<file path="config.mk">
export PLATFORM = sky130hd
export DESIGN_NAME = guess_button_scanner_flat
export DESIGN_NICKNAME = d
export VERILOG_FILES = /design/src/rtl/guess_button_scanner_if.sv /design/src/rtl/guess_button_scanner.sv /design/src/flat_wrapper.sv
export SDC_FILE = /design/constraint.sdc
export NUM_CORES = 1
export LEC_CHECK = 0
export ABC_AREA = 1
export CORE_MARGIN = 3
export CORE_UTILIZATION = 30
export DETAILED_ROUTE_END_ITERATION = 7
export GPL_ROUTABILITY_DRIVEN = 1
export PLACE_DENSITY = 0.47
export SLEW_MARGIN = 0
export SYNTH_ARGS = -nofsm -noshare
export SYNTH_HDL_FRONTEND = slang
export SYNTH_SLANG_ARGS = --single-unit
</file>
<file path="constraint.sdc">
create_clock -name clk -period 11.2 [get_ports clk]
set_input_delay 1.12 -clock clk [delete_from_list [all_inputs] [get_ports clk]]
set_output_delay 1.12 -clock clk [all_outputs]
set_load 0.01 [all_outputs]
</file>
<file path="src/rtl/guess_button_scanner_if.sv">
// Button scanner bus for the Memory Matrix board.
// The master side (board GPIO plus game FSM) drives the raw buttons and the
// acceptance window. The slave side (the scanner) returns the accepted guess
// and its strobes.
interface guess_button_scanner_if;
  logic [7:0] btn_n;        // raw tile buttons, active-low, asynchronous
  logic       enable;       // acceptance window (game FSM in play state)
  logic [7:0] guess;        // one-hot accepted guess, 0 when not valid
  logic       guess_valid;  // level: accepted press still held
  logic       press_pulse;  // strobe on the cycle guess_valid rises
  logic       multi_press;  // strobe when a multi-button press is rejected
  logic       stuck;        // stuck-button flag (optional feature)

  modport master (
    output btn_n, enable,
    input  guess, guess_valid, press_pulse, multi_press, stuck
  );

  modport slave (
    input  btn_n, enable,
    output guess, guess_valid, press_pulse, multi_press, stuck
  );
endinterface

</file>
<file path="src/rtl/guess_button_scanner.sv">
// guess_button_scanner: synchronises and debounces the 8 tile buttons, then
// turns each physical press into at most one one-hot guess for the game FSM.
// guess_valid stays high until every button is released, so the FSM can wait
// for the release before moving on.
//
// Optional feature macro: GUESS_STUCK_DETECT_EN
//   Defined   : a press held for STUCK_CYCLES is dropped and flagged on 'stuck'
//               until all buttons are released.
//   Undefined : 'stuck' is tied low and a press may be held indefinitely.
module guess_button_scanner #(
  parameter int DEBOUNCE_CYCLES = 500000,
  parameter int STUCK_CYCLES    = 150000000
) (
  input  logic                   clk,
  input  logic                   reset,
  guess_button_scanner_if.slave  bus
);

  // Counters only need to hold 0 .. LIMIT-1; the update fires on the last step.
  localparam int DB_W   = (DEBOUNCE_CYCLES > 1) ? $clog2(DEBOUNCE_CYCLES) : 1;

  if (DEBOUNCE_CYCLES < 1 || STUCK_CYCLES < 1) begin : g_param_check
    $error("guess_button_scanner: DEBOUNCE_CYCLES and STUCK_CYCLES must be >= 1");
  end

  typedef enum logic [1:0] {
    S_IDLE,    // waiting for a qualified press
    S_HELD,    // single press accepted, guess presented
    S_REJECT   // press rejected (or stuck), waiting for full release
  } state_t;

  // Input conditioning
  logic [7:0]      sync1_q, sync2_q;
  logic [7:0]      db_q, db_d;
  logic [7:0]      db_prev_q;
  logic [DB_W-1:0] db_cnt_q [8];
  logic [DB_W-1:0] db_cnt_d [8];
  logic [7:0]      rise;

  // Press qualification FSM
  state_t     state_q, state_d;
  logic [7:0] held_q, held_d;
  logic       reject_q, reject_d;

  // Registered outputs
  logic [7:0] guess_q;
  logic       guess_valid_q;
  logic       press_pulse_q;
  logic       multi_press_q;

`ifdef GUESS_STUCK_DETECT_EN
  localparam int HOLD_W = (STUCK_CYCLES > 1) ? $clog2(STUCK_CYCLES) : 1;
  logic [HOLD_W-1:0] hold_cnt_q, hold_cnt_d;
  logic              stuck_flag_q, stuck_flag_d;
  logic              stuck_q;
`endif

  // Debounce next-state: a bit follows sync only after DEBOUNCE_CYCLES
  // consecutive cycles of disagreement; any agreement restarts the count.
  always_comb begin
    // NOTE: every variable written here gets a default first, otherwise a
    // path that skips the assignment would infer a latch.
    db_d = db_q;
    for (int i = 0; i < 8; i++) begin
      db_cnt_d[i] = '0;
      if (sync2_q[i] != db_q[i]) begin
        if (db_cnt_q[i] == DB_W'(DEBOUNCE_CYCLES - 1)) begin
          db_d[i] = sync2_q[i];
        end else begin
          db_cnt_d[i] = db_cnt_q[i] + 1'b1;
        end
      end
    end
  end

  assign rise = db_q & ~db_prev_q;

  // Synchroniser, debounced state and its one-cycle-old copy for edge detection
  always_ff @(posedge clk or posedge reset) begin
    if (reset) begin
      sync1_q   <= '0;
      sync2_q   <= '0;
      db_q      <= '0;
      db_prev_q <= '0;
      // NOTE: the debounce counters are eight small per-bit registers, not a
      // RAM, so they are reset like any other flop.
      for (int i = 0; i < 8; i++) begin
        db_cnt_q[i] <= '0;
      end
    end else begin
      // NOTE: sequential state uses non-blocking assignments so every flop
      // samples the pre-edge value, e.g. sync2_q gets the old sync1_q.
      sync1_q   <= ~bus.btn_n;
      sync2_q   <= sync1_q;
      db_q      <= db_d;
      db_prev_q <= db_q;
      db_cnt_q  <= db_cnt_d;
    end
  end

  // Press qualification: accept a single-button rising press inside the
  // enable window, reject multi-button presses, release only when all clear.
  always_comb begin
    state_d  = state_q;
    held_d   = held_q;
    reject_d = 1'b0;
`ifdef GUESS_STUCK_DETECT_EN
    hold_cnt_d   = hold_cnt_q;
    stuck_flag_d = stuck_flag_q;
`endif
    unique case (state_q)
      S_IDLE: begin
`ifdef GUESS_STUCK_DETECT_EN
        hold_cnt_d   = '0;
        stuck_flag_d = 1'b0;
`endif
        if (bus.enable && (rise != 8'h00)) begin
          if ($onehot(db_q)) begin
            state_d = S_HELD;
            held_d  = db_q;
          end else begin
            state_d  = S_REJECT;
            reject_d = 1'b1;
          end
        end
      end
      S_HELD: begin
        if (db_q == 8'h00) begin
          state_d = S_IDLE;
          held_d  = '0;
`ifdef GUESS_STUCK_DETECT_EN
        end else if (hold_cnt_q == HOLD_W'(STUCK_CYCLES - 1)) begin
          state_d      = S_REJECT;
          held_d       = '0;
          stuck_flag_d = 1'b1;
        end else begin
          hold_cnt_d = hold_cnt_q + 1'b1;
`endif
        end
      end
      S_REJECT: begin
        if (db_q == 8'h00) begin
          state_d = S_IDLE;
`ifdef GUESS_STUCK_DETECT_EN
          stuck_flag_d = 1'b0;
        end else if (!stuck_flag_q) begin
          if (hold_cnt_q == HOLD_W'(STUCK_CYCLES - 1)) begin
            stuck_flag_d = 1'b1;
          end else begin
            hold_cnt_d = hold_cnt_q + 1'b1;
          end
`endif
        end
      end
      default: begin
        state_d = S_IDLE;
        held_d  = '0;
      end
    endcase
  end

  // FSM state register
  always_ff @(posedge clk or posedge reset) begin
    if (reset) begin
      state_q  <= S_IDLE;
      held_q   <= '0;
      reject_q <= 1'b0;
`ifdef GUESS_STUCK_DETECT_EN
      hold_cnt_q   <= '0;
      stuck_flag_q <= 1'b0;
`endif
    end else begin
      state_q  <= state_d;
      held_q   <= held_d;
      reject_q <= reject_d;
`ifdef GUESS_STUCK_DETECT_EN
      hold_cnt_q   <= hold_cnt_d;
      stuck_flag_q <= stuck_flag_d;
`endif
    end
  end

  // Output register stage: outputs are a clean registered view of the FSM
  always_ff @(posedge clk or posedge reset) begin
    if (reset) begin
      guess_q       <= '0;
      guess_valid_q <= 1'b0;
      press_pulse_q <= 1'b0;
      multi_press_q <= 1'b0;
`ifdef GUESS_STUCK_DETECT_EN
      stuck_q       <= 1'b0;
`endif
    end else begin
      guess_q       <= (state_q == S_HELD) ? held_q : 8'h00;
      guess_valid_q <= (state_q == S_HELD);
      press_pulse_q <= (state_q == S_HELD) && !guess_valid_q;
      multi_press_q <= reject_q;
`ifdef GUESS_STUCK_DETECT_EN
      stuck_q       <= stuck_flag_q;
`endif
    end
  end

  assign bus.guess       = guess_q;
  assign bus.guess_valid = guess_valid_q;
  assign bus.press_pulse = press_pulse_q;
  assign bus.multi_press = multi_press_q;
`ifdef GUESS_STUCK_DETECT_EN
  assign bus.stuck       = stuck_q;
`else
  assign bus.stuck       = 1'b0;
`endif

endmodule

</file>
<file path="src/flat_wrapper.sv">
// flat-port wrapper written by rule: the top's interface ports become plain ports
module guess_button_scanner_flat 
#(
  parameter int DEBOUNCE_CYCLES = 500000,
  parameter int STUCK_CYCLES    = 150000000
)
  (clk, reset, bus_btn_n, bus_enable, bus_guess, bus_guess_valid, bus_press_pulse, bus_multi_press, bus_stuck);
  guess_button_scanner_if bus_i ();
  input  logic clk;
  input  logic reset;
  input wire logic [$bits(bus_i.btn_n)-1:0] bus_btn_n;
  input wire logic [$bits(bus_i.enable)-1:0] bus_enable;
  output wire logic [$bits(bus_i.guess)-1:0] bus_guess;
  output wire logic [$bits(bus_i.guess_valid)-1:0] bus_guess_valid;
  output wire logic [$bits(bus_i.press_pulse)-1:0] bus_press_pulse;
  output wire logic [$bits(bus_i.multi_press)-1:0] bus_multi_press;
  output wire logic [$bits(bus_i.stuck)-1:0] bus_stuck;
  assign bus_i.btn_n = bus_btn_n;
  assign bus_i.enable = bus_enable;
  assign bus_guess = bus_i.guess;
  assign bus_guess_valid = bus_i.guess_valid;
  assign bus_press_pulse = bus_i.press_pulse;
  assign bus_multi_press = bus_i.multi_press;
  assign bus_stuck = bus_i.stuck;
  guess_button_scanner #(.DEBOUNCE_CYCLES(DEBOUNCE_CYCLES), .STUCK_CYCLES(STUCK_CYCLES)) u_core (.clk(clk), .reset(reset), .bus(bus_i));
endmodule
</file>
# After elaboration in Yosys (flattened, before gate mapping)
# Cells that the tools add are included.
[op_classes]
addsub = 15
n_mul = 0
div_mod_pow = 0
order_cmp = 0
n_eq_ne = 23
n_shift = 0
n_mux = 28
n_bitwise = 4
n_reduce_logical = 17
[ops]
columns = ["operator", "n"]
rows = [
  ["$mux W19", 16],
  ["$add A19 B1 Y19 const B", 8],
  ["$eq A19 B19 Y1 const B", 8],
  ["$mux W8", 4],
  ["$pmux W8 S3", 1],
  ["$reduce_and A2 Y1", 9],
  ["$not A8 Y8", 2],
  ["$add A4 B4 Y4", 3],
  ["$add A1 B1 Y2", 4],
  ["$and A8 B8 Y8", 1],
  ["$logic_not A8 Y1", 1],
  ["$ne A1 B1 Y1", 8],
  ["$ne A2 B1 Y1 const B", 4],
  ["$reduce_bool A8 Y1", 1],
  ["$mux W2", 3],
  ["$eq A4 B1 Y1 const B", 1],
  ["$pmux W2 S2", 1],
  ["$reduce_and A4 Y1", 1],
  ["$mux W1", 3],
  ["$eq A2 B1 Y1 const B", 1],
  ["$eq A2 B2 Y1 const B", 1],
  ["$logic_and A1 B1 Y1", 2],
  ["$logic_not A2 Y1", 1],
  ["$reduce_or A2 Y1", 1],
  ["other kinds (2)", 2],
]
[word_totals]
register_bits = 206
latchBits = 0
mem_bits_rw = 0
romBits = 0
out_inout_bits = 12
mem_count = 0

# Depth between registers and ports, before layout
[depth]
depth_word = 7
depth_mapped = 16
mapped_depth_nobuf = 16

# Worst setup path before layout
# OpenSTA, ideal clock, no wires.
[synth_timing]
path_type = "register to register"
start = "register u_core.db_q[6]"
end = "register u_core.held_q[0]"
setup_ns = 0.117
t_arrival_ns = 3.188
required_ns = 11.083
slack_ns = 7.896
path_stages_with_launch = 16
path_buffers = 0
path_cell_list = "dfrtp_1 > ha_1 > fa_1 > inv_1 > fa_1 > inv_1 > ha_1 > fa_1 > inv_1 > nand3_1 > nand2_1 > o21ai_1 > nor2_2 > nand2_2 > nand2_1 > nand2_1"
[synth_via]
elab_chain_cells = 6
[synth_lines]
columns = ["element", "line_no", "source"]
rows = [
  ["start, declared", "guess_button_scanner.sv:34", "logic [7:0] db_q, db_d;"],
  ["start signal, assigned", "guess_button_scanner.sv:83", "db_q <= '0;"],
  ["start signal, assigned", "guess_button_scanner.sv:95", "db_q <= db_d;"],
  ["$add A1 B1 Y2 (implied by the code)", "guess_button_scanner.sv:118", "if ($onehot(db_q)) begin"],
  ["$add A4 B4 Y4 (implied by the code) (2 in a row)", "guess_button_scanner.sv:118", ""],
  ["$eq A4 B1 Y1", "guess_button_scanner.sv:118", ""],
  ["$ne A2 B1 Y1 (no line)", "--", ""],
  ["$reduce_and A4 Y1 (no line) (*)", "--", ""],
  ["end signal, assigned", "guess_button_scanner.sv:174", "held_q <= held_d;"],
  ["end, declared", "guess_button_scanner.sv:42", "logic [7:0] held_q, held_d;"],
]
# Every way passes the cells marked *; elsewhere a longest branch is shown, timed or not.
# A chain may end at the register's enable or synchronous reset.

# Worst setup path after layout
[layout_timing]
start = "register u_core.db_q[6]"
end = "register u_core.held_q[2]"
# The elaborated chain is that of the path after synthesis.

==> flow_summary_export.csv <==
group,metric,value,unit
run_status,status,"finished clean",
final_layout,multiInputGateArea,4821,um^2
synth,synthCells,1362,
timing,slew_viol_final,0,
clocking,clk_latency,0.52,ns
global_route,grt_pass1_wl,40260,um
synth,synth-main-ff-cell,"dfrtp_1",
place,place.gp.congestion,0.8194,
clocking,root_buffer,"clkbuf_16",
timing,relSlewSlack,0.2933,
final_layout,fin_area,12410,um^2
final_layout,areaGrowthSynthToFinish,15.25,%
global_route,grtUsageTotal,0.1233,
clocking,cts_hold_buf,0,
final_layout,fillers,3655,
synth,yosys_register_bits,206,
detailed_routing,routed-wl-met2,10350,um
timing,rsz0062_at_grt,"no",
synth,synth_edf_count,0,
clocking,clockBufferDepth,3,
clocking,cts_buffers,25,
setup_path,path_class,"flip-flop to flip-flop",
global_route,grt_pass1_vias,8261,
die,core,34970,um^2
die,core.rowCount,68,
final_layout,final_util,0.3549,
clocking,post_cts_resized,0,
power_and_ir_drop,p_leak,5.527,nW
global_route,grt_max_degree,140,
power_and_ir_drop,ir_drop,0.1440,mV
setup_path,worstSetupStartpointType,"flip-flop",
detailed_routing,routed-wl-met3,655,um
detailed_routing,drt_iter0_drc,368,
synth,synth_area,10770,um^2
die,die_w,195.5,um
worst_hold_path,min-delay-start,"u_core.sync1_q[1]",
timing,worst_pin_slew,1.060,ns
final_layout,fin_cells,1880,
flow_run,maxCapViolCount,0,
synth,synth_commonest_cells,"nor2_1 (290), nand2_1 (280), dfrtp_1 (206), inv_1 (195), nand3_1 (83)",
timing,finalCritPeriodShare,0.3217,
synth,postSynthAreaPerCell,7.906,um^2
place,io_buffers,21,
synth,yosysTopAreaCell,"dfrtp_1",
timing,fmax,277.6,MHz
detailed_routing,ant_nets,0,
detailed_routing,m1WireLength,11600,um
synth,synth_nets,1398,
setup_path,required,11.61,ns
detailed_routing,viasPerCell,4.361,
die,start_util,0.3079,
worst_hold_path,hold_depth,0,
place,place_hpwl,16340,um
detailed_routing,wl_per_cell,12.28,um
final_layout,final_layout_size_suffix_gt1_frac,0.07860,
setup_path,arrival,4.02,ns
clocking,post_cts_buffers,0,
global_route,antenna_found_initial,1,
setup_path,worst-path-max-fanout,9,
setup_path,r2r_slack,7.60,ns
place,dp.cells,1834,
die,fp.dieArea,38200,um^2
die,die_h,195.5,um
synth,synth_cell_types,36,
detailed_routing,drtPass1Iterations,5,
synth,seq_area_frac_synth,0.4787,
power_and_ir_drop,power_density,132.9,nW/um^2
setup_path,r2r_cells,15,
place,postPlaceCellArea,11540,um^2
detailed_routing,drc,0,
synth,async_flop_share,1.000,
global_route,grt_remaining_overflow,0,
final_layout,register_area,5155,um^2
worst_hold_path,hold_end,"u_core.sync2_q[1]",
timing,finClkSkew,0.01684,ns
detailed_routing,vias,8199,
worst_hold_path,hold_path_class,"flip-flop to flip-flop",
setup_path,reg2reg_from,"u_core.db_q[6]",
final_layout,nets,1442,
synth,yosys-top-cells-area,"dfrtp_1 (48%), nor2_1 (10%), nand2_1 (9.8%)",
power_and_ir_drop,power.total,1.649,mW
clocking,htreeDepth,1,
synth,synth_most_common_cell,"nor2_1",
clocking,cts_tree,"yes",
synth,synth.top_cell.area_share,0.4787,
detailed_routing,wirelength,23080,um
clocking,clk_pin_slew,0.06,ns
setup_path,reg2reg_to,"u_core.held_q[2]",
timing,fin_setup_tns,0,ns
setup_path,cp-end-kind,"flip-flop",
die,boundaryPins,23,
clocking,clock-sinks,206,
timing,finalHoldViolations,0,
detailed_routing,highest_layer,"met5",
timing,post-route-min-period,3.603,ns
synth,yosys_warnings,0,
timing,setup_viol_count_final,0,
final_layout,diodes,0,
## how the worst max path moves through the flow
| stage | start | endpoint | slack (ns) | depth (start not counted) |
|---|---|---|---|---|
| final | u_core.db_q[6] | u_core.held_q[2] | 7.60 | 15 |
| after global routing | u_core.db_q[6] | u_core.held_q[1] | 7.32 | 15 |
| after CTS | u_core.db_q[6] | u_core.held_q[1] | 7.58 | 15 |
| after detailed placement | u_core.db_q[6] | u_core.held_q[1] | 7.62 | 15 |
| after global placement | u_core.db_q[6] | u_core.held_q[4] | 7.63 | 15 |
| after floorplan | reset | u_core.bus.guess[0] | 4.46 | 1 |
## cell usage in the layout, fill, tap and decap left out, types with 4 or more instances in the layout
cell type,instances
nand3_2,5
a21oi_1,21
clkbuf_8,7
nor2_2,20
clkdlybuf4s50_1,21
nand2_2,14
xor2_1,56
nor3b_1,8
nand2_1,280
nor2_4,10
clkbuf_1,4
dfrtp_1,206
clkbuf_16,25
xnor2_2,4
nor3_2,4
inv_2,5
fa_1,4
nor2_1,290
nor3_1,45
clkinv_2,6
nand3_1,83
nand4_1,38
buf_4,4
o21ai_0,12
ha_1,21
xnor2_1,15
inv_1,194
## critical path, stage by stage (launching register included)
cell and delay [ns]:
dfrtp_1 0.47, ha_1 0.27, fa_1 0.54, inv_1 0.06, fa_1 0.52, inv_1 0.05
ha_1 0.20, fa_1 0.44, inv_1 0.06, nand3_1 0.09, nand2_1 0.09, o21ai_1 0.08
nor2_2 0.30, nand2_2 0.18, nand2_1 0.09, nand2_1 0.05
## metal layers
metal / up-vias / GRT usage
li1: 4319 / -
met1: 3775 / 0.1740
met2: 69 / 0.1995
met3: 34 / 0.02105
met4: 2 / 0.02667
met5: - / 0
## registers in the layout, indices dropped and copies added, names as in the netlist
signal and count:
u_core.bus.guess 8, u_core.bus.multi_press 1, u_core.state_q 2, u_core.db_cnt_q 152
u_core.bus.press_pulse 1, u_core.bus.guess_valid 1, u_core.sync1_q 8, u_core.db_q 8
u_core.held_q 8, u_core.reject_q 1, u_core.db_prev_q 8, u_core.sync2_q 8
## report_power, final
group / total, mW / internal [mW] / switching (mW) / leakage [nW]
Sequential: 0.761 / 0.754 / 0.00694 / 2.82
Clock: 0.840 / 0.524 / 0.316 / 0.434
Combinational: 0.0480 / 0.0134 / 0.0346 / 2.27
## cells by family after synthesis
| logic type | synth area share |
|---|---|
| AND/OR/NAND/NOR | 0.3304 |
| flip-flops | 0.4787 |
| adder cells (fa/ha/maj) | 0.03184 |
| other | 0.0003483 |
| buffers and inverters | 0.07355 |
| AO/OA/AOI/OAI | 0.02138 |
| XOR/XNOR | 0.06379 |
## final cells by class
class / instances / share of cell area
clock inverter: 10 / 0.01039
tap: 455 / 0.04588
sequential: 206 / 0.4154
clock buffer: 36 / 0.05939
timing repair buffer: 25 / 0.01936
multi-input combinational: 948 / 0.3885
inverter: 200 / 0.06110
## through the flow
stage / hold WS (ns) / setup slack, ns
4_1_cts: 0.3503 / 7.578
2_1_floorplan: 0.3312 / 4.456
6_report: 0.3472 / 7.597
3_5_place_dp: 0.3358 / 7.623
5_1_grt: 0.3641 / 7.319
3_3_place_gp: 0.3321 / 7.629
Note: power is estimated with default switching activity, not from simulation.
